File: config.mk
export PLATFORM = sky130hd
export DESIGN_NAME = sram_port_responder
export DESIGN_NICKNAME = d
export VERILOG_FILES = /design/src/rtl/sram_port_responder_pkg.sv /design/src/rtl/sram_rd_tag_pipe.sv /design/src/rtl/sram_port_responder.sv
export SDC_FILE = /design/constraint.sdc
export NUM_CORES = 1
export LEC_CHECK = 0
export ABC_AREA = 1
export BUFFER_PORTS_ARGS = -buffer_cell sky130_fd_sc_hd__buf_4
export CAP_MARGIN = 10
export CORE_AREA = 3 3 212 214
export CTS_CLUSTER_SIZE = 16
export DETAILED_ROUTE_END_ITERATION = 8
export DIE_AREA = 0 0 215 217
export PLACE_DENSITY = 0.5
export SYNTH_ARGS = -nofsm -noshare
export SYNTH_HDL_FRONTEND = slang
export SYNTH_SLANG_ARGS = --single-unit
File: constraint.sdc
create_clock -name clk -period 2.4 [get_ports clk]
set_clock_uncertainty 0.15 [all_clocks]
set_input_delay 0.12 -clock clk [delete_from_list [all_inputs] [get_ports clk]]
set_output_delay 0.12 -clock clk [all_outputs]
set_load 0.1 [all_outputs]
File: src/rtl/sram_port_responder_pkg.sv
// Shared types for the SRAM port responder: client ids, op codes and read tag record.
package sram_port_responder_pkg;

  typedef enum logic {
    CLI_MAIN = 1'b0,
    CLI_SHI  = 1'b1
  } client_e;

  typedef enum logic {
    OP_RD = 1'b0,
    OP_WR = 1'b1
  } op_e;

  localparam int unsigned RD_TAG_WIDTH = 1 + 1;

  typedef struct packed {
    logic    valid;
    client_e client;
  } rd_tag_t;

endpackage

File: src/rtl/sram_rd_tag_pipe.sv
// Fixed-depth shift register carrying {valid, client_id} alongside in-flight SRAM reads.
module sram_rd_tag_pipe
  import sram_port_responder_pkg::*;
#(
  parameter int unsigned DEPTH = 3
) (
  input  logic    clk,
  input  logic    clear,
  input  rd_tag_t tag_in,
  output rd_tag_t tag_out
);

  rd_tag_t [DEPTH-1:0] stages;

  always_ff @(posedge clk) begin
    if (clear) begin
      stages <= '0;
    end else begin
      stages[0] <= tag_in;
      for (int unsigned i = 1; i < DEPTH; i++) begin
        stages[i] <= stages[i-1];
      end
    end
  end

  assign tag_out = stages[DEPTH-1];

endmodule

File: src/rtl/sram_port_responder.sv
// Arbitrates main and shifter read/write requests onto one single-ported synchronous SRAM
// and routes read returns back to the issuing client.
module sram_port_responder
  import sram_port_responder_pkg::*;
#(
  parameter int unsigned SRAM_ADDR_WIDTH = 19,
  parameter int unsigned SRAM_DATA_WIDTH = 72,
  parameter int unsigned READ_LATENCY    = 2,
  parameter int unsigned MAX_STARVE      = 4
) (
  input  logic                       clk,
  input  logic                       reset,
  input  logic                       wr_req,
  input  logic [SRAM_ADDR_WIDTH-1:0] wr_addr,
  input  logic [SRAM_DATA_WIDTH-1:0] wr_data,
  output logic                       wr_ack,
  input  logic                       rd_req,
  input  logic [SRAM_ADDR_WIDTH-1:0] rd_addr,
  output logic                       rd_ack,
  output logic [SRAM_DATA_WIDTH-1:0] rd_data,
  output logic                       rd_vld,
  input  logic                       wr_shi_req,
  input  logic [SRAM_ADDR_WIDTH-1:0] wr_shi_addr,
  input  logic [SRAM_DATA_WIDTH-1:0] wr_shi_data,
  output logic                       wr_shi_ack,
  input  logic                       rd_shi_req,
  input  logic [SRAM_ADDR_WIDTH-1:0] rd_shi_addr,
  output logic                       rd_shi_ack,
  output logic [SRAM_DATA_WIDTH-1:0] rd_shi_data,
  output logic                       rd_shi_vld,
  output logic [SRAM_ADDR_WIDTH-1:0] sram_addr,
  output logic                       sram_we,
  output logic                       sram_re,
  output logic [SRAM_DATA_WIDTH-1:0] sram_wr_data,
  input  logic [SRAM_DATA_WIDTH-1:0] sram_rd_data
);

  localparam int unsigned STARVE_W = $clog2(MAX_STARVE + 1);
  localparam logic [STARVE_W-1:0] STARVE_LIMIT = STARVE_W'(MAX_STARVE);

  logic [STARVE_W-1:0]        starve_cnt;
  logic                       main_any;
  logic                       shi_any;
  logic                       shi_wins;
  logic                       grant_valid;
  op_e                        grant_op;
  client_e                    grant_client;
  logic [SRAM_ADDR_WIDTH-1:0] grant_addr;
  logic [SRAM_DATA_WIDTH-1:0] grant_data;
  rd_tag_t                    tag_in;
  rd_tag_t                    tag_out;

  assign main_any = wr_req | rd_req;
  assign shi_any  = wr_shi_req | rd_shi_req;
  // Shifter normally wins; main takes the slot once it has waited MAX_STARVE shifter grants.
  assign shi_wins = shi_any && !(main_any && (starve_cnt == STARVE_LIMIT));

  always_comb begin
    wr_ack     = 1'b0;
    rd_ack     = 1'b0;
    wr_shi_ack = 1'b0;
    rd_shi_ack = 1'b0;
    if (!reset) begin
      if (shi_wins) begin
        if (wr_shi_req) wr_shi_ack = 1'b1;
        else            rd_shi_ack = 1'b1;
      end else if (main_any) begin
        if (wr_req) wr_ack = 1'b1;
        else        rd_ack = 1'b1;
      end
    end
  end

  always_comb begin
    grant_valid  = wr_ack | rd_ack | wr_shi_ack | rd_shi_ack;
    grant_op     = (wr_ack | wr_shi_ack) ? OP_WR : OP_RD;
    grant_client = (wr_shi_ack | rd_shi_ack) ? CLI_SHI : CLI_MAIN;
    grant_data   = wr_shi_ack ? wr_shi_data : wr_data;
    grant_addr   = '0;
    if (wr_shi_ack)      grant_addr = wr_shi_addr;
    else if (rd_shi_ack) grant_addr = rd_shi_addr;
    else if (wr_ack)     grant_addr = wr_addr;
    else if (rd_ack)     grant_addr = rd_addr;
    tag_in.valid  = grant_valid && (grant_op == OP_RD);
    tag_in.client = grant_client;
  end

  always_ff @(posedge clk) begin
    if (reset || !main_any || wr_ack || rd_ack) begin
      starve_cnt <= '0;
    end else if ((wr_shi_ack || rd_shi_ack) && (starve_cnt < STARVE_LIMIT)) begin
      starve_cnt <= starve_cnt + 1'b1;
    end
  end

  always_ff @(posedge clk) begin
    if (reset) begin
      sram_we      <= 1'b0;
      sram_re      <= 1'b0;
      sram_addr    <= '0;
      sram_wr_data <= '0;
    end else begin
      sram_we <= grant_valid && (grant_op == OP_WR);
      sram_re <= grant_valid && (grant_op == OP_RD);
      if (grant_valid) sram_addr <= grant_addr;
      if (grant_valid && (grant_op == OP_WR)) sram_wr_data <= grant_data;
    end
  end

  sram_rd_tag_pipe #(
    .DEPTH(READ_LATENCY + 1)
  ) u_tag_pipe (
    .clk    (clk),
    .clear  (reset),
    .tag_in (tag_in),
    .tag_out(tag_out)
  );

  always_ff @(posedge clk) begin
    if (reset) begin
      rd_data     <= '0;
      rd_shi_data <= '0;
      rd_vld      <= 1'b0;
      rd_shi_vld  <= 1'b0;
    end else begin
      rd_data     <= sram_rd_data;
      rd_shi_data <= sram_rd_data;
      rd_vld      <= tag_out.valid && (tag_out.client == CLI_MAIN);
      rd_shi_vld  <= tag_out.valid && (tag_out.client == CLI_SHI);
    end
  end

endmodule

==> results.md, run 1 <==
* Synth Flop Type: dfxtp_1
* First-pass GRT wire length at 52400 um
* Routed length per instance at 14.7 um
* Initial DRT Pass Iterations at 6
* Synth top area cells: dfxtp_1 47%, nand2_1 11%, buf_4 7.4%
* CTS tree: done
* CP startpoint kind: register
* Critical path data arrival time at 2510 ps
* Combinational power share at 0.392
* Port Buffer Count at 540
* Final worst path period share at 0.962
* Drt drc at 0
* H-tree levels at 4
* Max_slew headroom at 0.422
* Post-synthesis register bit count at 175
* Worst-path clk slew at 80 ps
* Sw frac at 0.417
* Cells after DPL at 2017
* Fin util at 0.357
* FP Rows at 76
* Fillers at 4286
* Crit path time final at 2310 ps
* Min-delay worst type: primary input to register
* Register area share after synthesis at 0.468
* Vias in the first global route at 9625
* Core ar. at 43100 um^2
* Share of cells above drive strength 1 at 0.388
* Initial Util at 0.174
* Clk_lat worst skew at 460 ps
* Post-DP HPWL at 24300 um
* Maxcap violations at 0
* Net switching power at 4.16 mW
* Critical path endpoint category: register
* Worst Path Required at 2600 ps
* RD Place Congestion at 0.832
* Final WL at 34600 um
* Finished Layout Cells at 2354
* Initial antenna violation count at 2
* Post-synth top area share at 0.468
* Synth-to-Final Area Change at 105%
* Slew Viols, Final at 0
* DR iter-0 viols at 356
* Die width at 215 um
* Max Root-Sink Buffers at 2
* CTS buffer count at 17
* Seq pwr share at 0.327
* Final ANT Viol Nets at 0
* Worst VDD drop at 0.439 mV
* Drt via density at 3.88
* Synth Cell Area at 7490 um^2
* Leakage Power at 7.66 nW
* Area leader, netlist: dfxtp_1
* Status: complete, no violations
* Endpoints failing setup at 0
* Nets at 2054
* GRT overflow at 0
* Pin count of the biggest net entering global routing at 81
* Clock power share at 0.281
* Internal Power at 5.82 mW
* RSZ-0062 raised after global routing: true
* Root Driver: clkbuf_16
* Synthesized area per cell at 7.51 um^2
* Count of different cell masters after synthesis at 25
* Post-synth EDFFs at 0
* Fraction of registers with async set or reset after synthesis at 0
* Max FO, Critical Path at 10
* Vias after detailed routing at 9138
* Synth Net Count at 1298
* CP Class: register to register
* Die Ht at 217 um
* Die area at 46700 um^2
* Cell with the most instances after synthesis: nand2_1
* Total Routing Usage GR at 0.143
* Yosys warns at 0
* Slew @ Worst Pin at 867 ps
* Clock Sinks at 175
* I/O pin total at 541
* Synth cell count leaders: 217 x nand2_1, 175 x dfxtp_1, 133 x nor2_1, 122 x inv_1, 74 x buf_4
* Final hold violations at 0
* Post-Synthesis Cells at 998
* Pwr Density at 649 nW/um^2
* Max Freq at 433 MHz
stage by stage:
stage          area [um^2]  TNS (ps)  worst slack [ps]  hold slack, ps  total power [mW]
5_1_grt              15400     -59.8             -29.2             232              10.4
3_3_place_gp         11700         0               169             170              6.81
4_1_cts              15300         0              2.47             168              10.1
6_report             15400         0              91.1             192              9.98
2_1_floorplan         7500         0               204            77.0              5.88
3_5_place_dp         11700         0               114             176              6.82
kinds of logic after synthesis:
logic type | share of synthesized area
fa+ha+maj | 0.00334
simple gates | 0.292
compound gates | 0.0680
flops | 0.468
buf+inv | 0.169
layout make-up:
class | count | area (um^2) | share of cell area
antenna | 2 | 5.00 | 0.000326
clock buffer | 21 | 470 | 0.0306
clock inverter | 11 | 105 | 0.00684
inverter | 126 | 473 | 0.0308
multi-input combinational | 572 | 2770 | 0.180
sequential | 175 | 3510 | 0.228
tap | 585 | 732 | 0.0476
timing repair buffer | 862 | 7310 | 0.476
path summary, 6_finish.rpt:
path	from	endpoint	slack (ps)	depth (start not counted)
min	rd_req	u_tag_pipe.stages[1]$_SDFF_PP0_	190	6
max	starve_cnt[0]$_SDFFE_PP0P_	sram_addr[5]$_SDFFE_PP0P_	90	14
min reg2reg	u_tag_pipe.stages[3]$_SDFF_PP0_	u_tag_pipe.tag_out[1]$_SDFF_PP0_	260	2
max reg2reg	starve_cnt[0]$_SDFFE_PP0P_	sram_addr[5]$_SDFFE_PP0P_	90	14
routing by layer:
metal / global-route usage / wire length, um / vias to the layer above
met4: 0.0742 / 1550 / 0
met5: 0 / 0 / -
met1: 0.152 / 13400 / 4164
met3: 0.0437 / 2200 / 96
li1: - / - / 4499
met2: 0.255 / 17400 / 379
state kept, by name, summed over array words and instances, names as in the netlist:
| name | count |
|---|---|
| rd_shi_vld | 1 |
| sram_we | 1 |
| rd_vld | 1 |
| u_tag_pipe.stages | 4 |
| rd_shi_data | 72 |
| sram_wr_data | 72 |
| u_tag_pipe.tag_out | 2 |
| sram_addr | 19 |
| starve_cnt | 3 |
placed cells by master (no fill, tap or decap), drive strengths merged, types with 2 or more instances in the layout:
master / synthesis / layout
clkbuf: 31 / 21
nand3: 70 / 70
o211ai: 64 / 64
diode: 0 / 2
inv: 126 / 129
nor2: 144 / 144
buf: 95 / 563
dlygate4sd3: 0 / 298
o21ai: 2 / 2
or2: 65 / 65
dfxtp: 175 / 175
nand2: 220 / 221
ha: 2 / 2
clkinv: 0 / 6
power by group through the flow:
stage | Clock [mW] | Combinational (mW) | Sequential (mW)
after floorplan | 0 | 1.01 | 4.87
after global placement | 0 | 3.49 | 3.32
after detailed placement | 0 | 3.50 | 3.33
after CTS | 2.91 | 3.90 | 3.26
after global routing | 3.00 | 4.07 | 3.29
final | 2.80 | 3.91 | 3.27
repair_timing:
| item | 4_1_cts | 5_1_grt |
|---|---|---|
| gates cloned | 0 | 1 |
| setup endpoints to repair | 4 | 18 |
| endpoints found under the hold margin | 167 | 0 |
| gates resized for setup | 9 | 9 |
| pin swaps | 0 | 3 |
| hold buffers | 299 | 0 |
| buffers inserted | 0 | 3 |
worst max-delay path, cell delays in order (launching register included):
cell and delay [ps]:
dfxtp_2 330, inv_1 60, ha_1 190, nand2_1 80, inv_2 40, nand2_4 120, nand2_8 100, buf_6 160
nand3_1 60, nand2_1 50, dlygate4sd3_1 560, inv_1 70, nand3_1 90, nor2_1 100, nor2_1 40
(Power assumes the default switching activity.)
==> run 2: changes to the inputs <==
--- a/config.mk
+++ b/config.mk
@@ -8,11 +8,12 @@
 export ABC_AREA = 1
 export BUFFER_PORTS_ARGS = -buffer_cell sky130_fd_sc_hd__buf_4
 export CAP_MARGIN = 10
-export CORE_AREA = 3 3 212 214
+export CORE_AREA = 3 3 210 212
 export CTS_CLUSTER_SIZE = 16
 export DETAILED_ROUTE_END_ITERATION = 8
-export DIE_AREA = 0 0 215 217
-export PLACE_DENSITY = 0.5
+export DIE_AREA = 0 0 213 215
+export PLACE_DENSITY = 0.51
 export SYNTH_ARGS = -nofsm -noshare
 export SYNTH_HDL_FRONTEND = slang
+export SYNTH_HIERARCHICAL = 1
 export SYNTH_SLANG_ARGS = --single-unit
==> constraint.sdc (replaced) <==
create_clock -name clk -period 2.3 [get_ports clk]
set_clock_uncertainty 0.15 [all_clocks]
set_input_delay 0.115 -clock clk [delete_from_list [all_inputs] [get_ports clk]]
set_output_delay 0.115 -clock clk [all_outputs]
set_load 0.1 [all_outputs]
==> run 2 against run 1 <==
Cell count increased by 4.3%. Sequential share of layout area decreased by 0.16 points. Synthesized cell count increased by 16%. First-iteration DRC count increased by 0.56%. The run now ends with hold timing left. Critical path depth decreased by 5. Total power increased by 1.6%. Largest power group unchanged. Highest routed layer unchanged.
==> results.md, run 2 <==
* Max Freq at 461 MHz
* H-tree levels at 4
* I/O pin total at 541
* Commonest non-fill, non-tap cells in the layout: 553 x buf_4, 296 x dlygate4sd3_1, 287 x nor2_1, 282 x nand2_1, 175 x dfxtp_1
* R2r setup slk at 260 ps
* Crit path time final at 2170 ps
* Share of cells above drive strength 1 at 0.320
* Max stage delay on crit path at 350 ps
* Post-synthesis register bit count at 176
* Clk_lat worst skew at 450 ps
* Critical path data arrival time at 1900 ps
* Post-Synthesis Cells at 1157
* Synth Flop Type: dfxtp_1
* Drt drc at 0
* Slew Viols, Final at 0
* CTS tree: done
* Maxcap violations at 0
* Antenna cell count at 0
* Cell with the most instances after synthesis: nor2_1
* Setup TNS at 0 ps
* Count of different cell masters after synthesis at 25
* Hold-critical path depth at 7
* Worst path slowest cell: dfxtp_2
* Max Root-Sink Buffers at 2
* Endpoints failing setup at 0
* Synth Cell Area at 7860 um^2
* Slew @ Worst Pin at 923 ps
* Register area share after synthesis at 0.448
* Clock Sinks at 176
* Synth Net Count at 1457
* Die width at 213 um
* Pwr Density at 651 nW/um^2
* Max_slew headroom at 0.385
* RD Place Congestion at 0.811
* Critical path endpoint category: primary output
* CP Class: register to primary output
* CP Cell Sequence: inv_2 > ha_1 > nand2_1 > inv_1 > nand2_2 > nand4_1 > inv_1 > buf_6 > buf_12
* Worst reg2reg endpoint: sram_wr_data[14]$_SDFFE_PP0P_
* CTS buffer count at 17
* Core ar. at 42100 um^2
* Synth top area cells: dfxtp_1 45%, nor2_1 14%, nand2_1 14%
* Die area at 45800 um^2
* Total Routing Usage GR at 0.152
* Worst Path Required at 2040 ps
* Final worst path period share at 0.943
* FP Rows at 75
* Reg2reg path depth at 13
* Most used cell, CP: inv_1
* Synth-to-Final Area Change at 97.9%
* Pin count of the biggest net entering global routing at 89
* Area leader, netlist: dfxtp_1
* Max FO, Critical Path at 11
* R2r startpoint: starve_cnt[1]$_SDFFE_PP0P_
* Final hold violations at 1
* Fillers at 4235
* Sink of the worst hold path: sram_addr[12]$_SDFFE_PP0P_
* Vias after detailed routing at 9793
* First-pass GRT wire length at 54200 um
* Fraction of registers with async set or reset after synthesis at 0
* Die Ht at 215 um
* Root Driver: clkbuf_16
* RSZ-0062 raised after global routing: false
* Post-synth top area share at 0.448
* Yosys warns at 6
* Status: finished with violations
* Most common cell after layout, fill and taps aside: buf_4
* Drt via density at 3.99
* Min-delay worst type: primary input to register
* Post-DP HPWL at 24700 um
* Top flop regs: rd_shi_data x72, sram_wr_data x72, sram_addr x19
* Nets at 2203
* Final ANT Viol Nets at 0
* Initial antenna violation count at 1
* Vias in the first global route at 10200
* Post-synth EDFFs at 0
* Worst VDD drop at 0.344 mV
* Failing checks: hold timing
* WHS at -40.4 ps
* Port Buffer Count at 540
* Initial Util at 0.187
* DR iter-0 viols at 358
* GRT overflow at 0
* CP startpoint kind: register
* Initial DRT Pass Iterations at 4
* Routed length per instance at 14.9 um
* Worst-path clk slew at 70 ps
* Final WL at 36500 um
* Min-delay src: rd_addr[12]
* Leakage Power at 7.96 nW
* Synth cell count leaders: 288 x nor2_1, 283 x nand2_1, 176 x dfxtp_1, 127 x inv_1, 85 x buf_4
* Synthesized area per cell at 6.80 um^2
==> run 2: worst max-delay path, delay by kind of cell, from the launching register on <==
family                   cells  cell delay [ps]
adder cells (fa/ha/maj)      1              180
buffers and inverters        5              600
flip-flops                   1              350
AND/OR/NAND/NOR              3              330
==> run 2: report_power, final <==
part | switching, mW | internal, mW | total [mW]
Combinational | 2.74 | 1.23 | 3.97
Clock | 1.33 | 1.45 | 2.78
Sequential | 0.129 | 3.26 | 3.38
==> run 2: worst max path at each step <==
stage                               startpoint                       endpoint  slack [ps]  cells past startpoint
finish              starve_cnt[0]$_SDFFE_PP0P_                     rd_shi_ack         130                      9
global route        starve_cnt[0]$_SDFFE_PP0P_                     rd_shi_ack           6                      9
CTS                 starve_cnt[0]$_SDFFE_PP0P_                     rd_shi_ack           1                      9
detailed placement  starve_cnt[0]$_SDFFE_PP0P_  sram_wr_data[14]$_SDFFE_PP0P_         200                     13
global placement    starve_cnt[0]$_SDFFE_PP0P_  sram_wr_data[14]$_SDFFE_PP0P_         250                     13
floorplan           starve_cnt[0]$_SDFFE_PP0P_  sram_wr_data[11]$_SDFFE_PP0P_         240                     12
==> run 2: area by class of cell <==
| cell class | instances | area [um^2] | area share |
|---|---|---|---|
| Multi-Input combinational cell | 714 | 2930 | 0.188 |
| Timing Repair Buffer | 863 | 7380 | 0.474 |
| Clock buffer | 19 | 453 | 0.0291 |
| Tap cell | 539 | 674 | 0.0433 |
| Clock inverter | 13 | 103 | 0.00659 |
| Inverter | 131 | 498 | 0.0320 |
| Sequential cell | 176 | 3520 | 0.226 |
==> run 2: timing repair <==
| item | 4_1_cts | 5_1_grt |
|---|---|---|
| hold endpoints to repair | 168 | 0 |
| resized for setup | 5 | 8 |
| pin swaps | 1 | 3 |
| setup buffers | 1 | 2 |
| endpoints found under the setup margin | 3 | 5 |
| hold buffers | 297 | 0 |
| cloned | 0 | 2 |
==> run 2: through the flow <==
step | instance area (um^2) | worst slack (ps) | total power [mW] | util | cells
4_1_cts | 15500 | 1.50 | 10.3 | 0.367 | 2452
3_3_place_gp | 11900 | 255 | 6.96 | 0.283 | 2122
2_1_floorplan | 7860 | 244 | 6.02 | - | 1157
5_1_grt | 15600 | 6.30 | 10.6 | 0.369 | 2455
6_report | 15600 | 130 | 10.1 | 0.369 | 2455
3_5_place_dp | 11900 | 200 | 6.98 | 0.283 | 2122
==> run 2: routing by layer <==
metal  global-route usage  vias to the layer above  share of wire
met1                0.152                     4357           0.37
li1                     -                     4865              -
met4               0.0798                        0          0.047
met5                    0                        -              0
met2                0.281                      460           0.51
met3               0.0442                      111          0.078
==> run 2: kinds of logic (layout without fill, tap and decap cells) <==
kind of cell	after synthesis	count (layout)	share of synthesized area
AND/OR/NAND/NOR	637	637	0.320
buffers and inverters	267	1026	0.181
flip-flops	176	176	0.448
AO/OA/AOI/OAI	75	75	0.0477
adder cells (fa/ha/maj)	2	2	0.00318
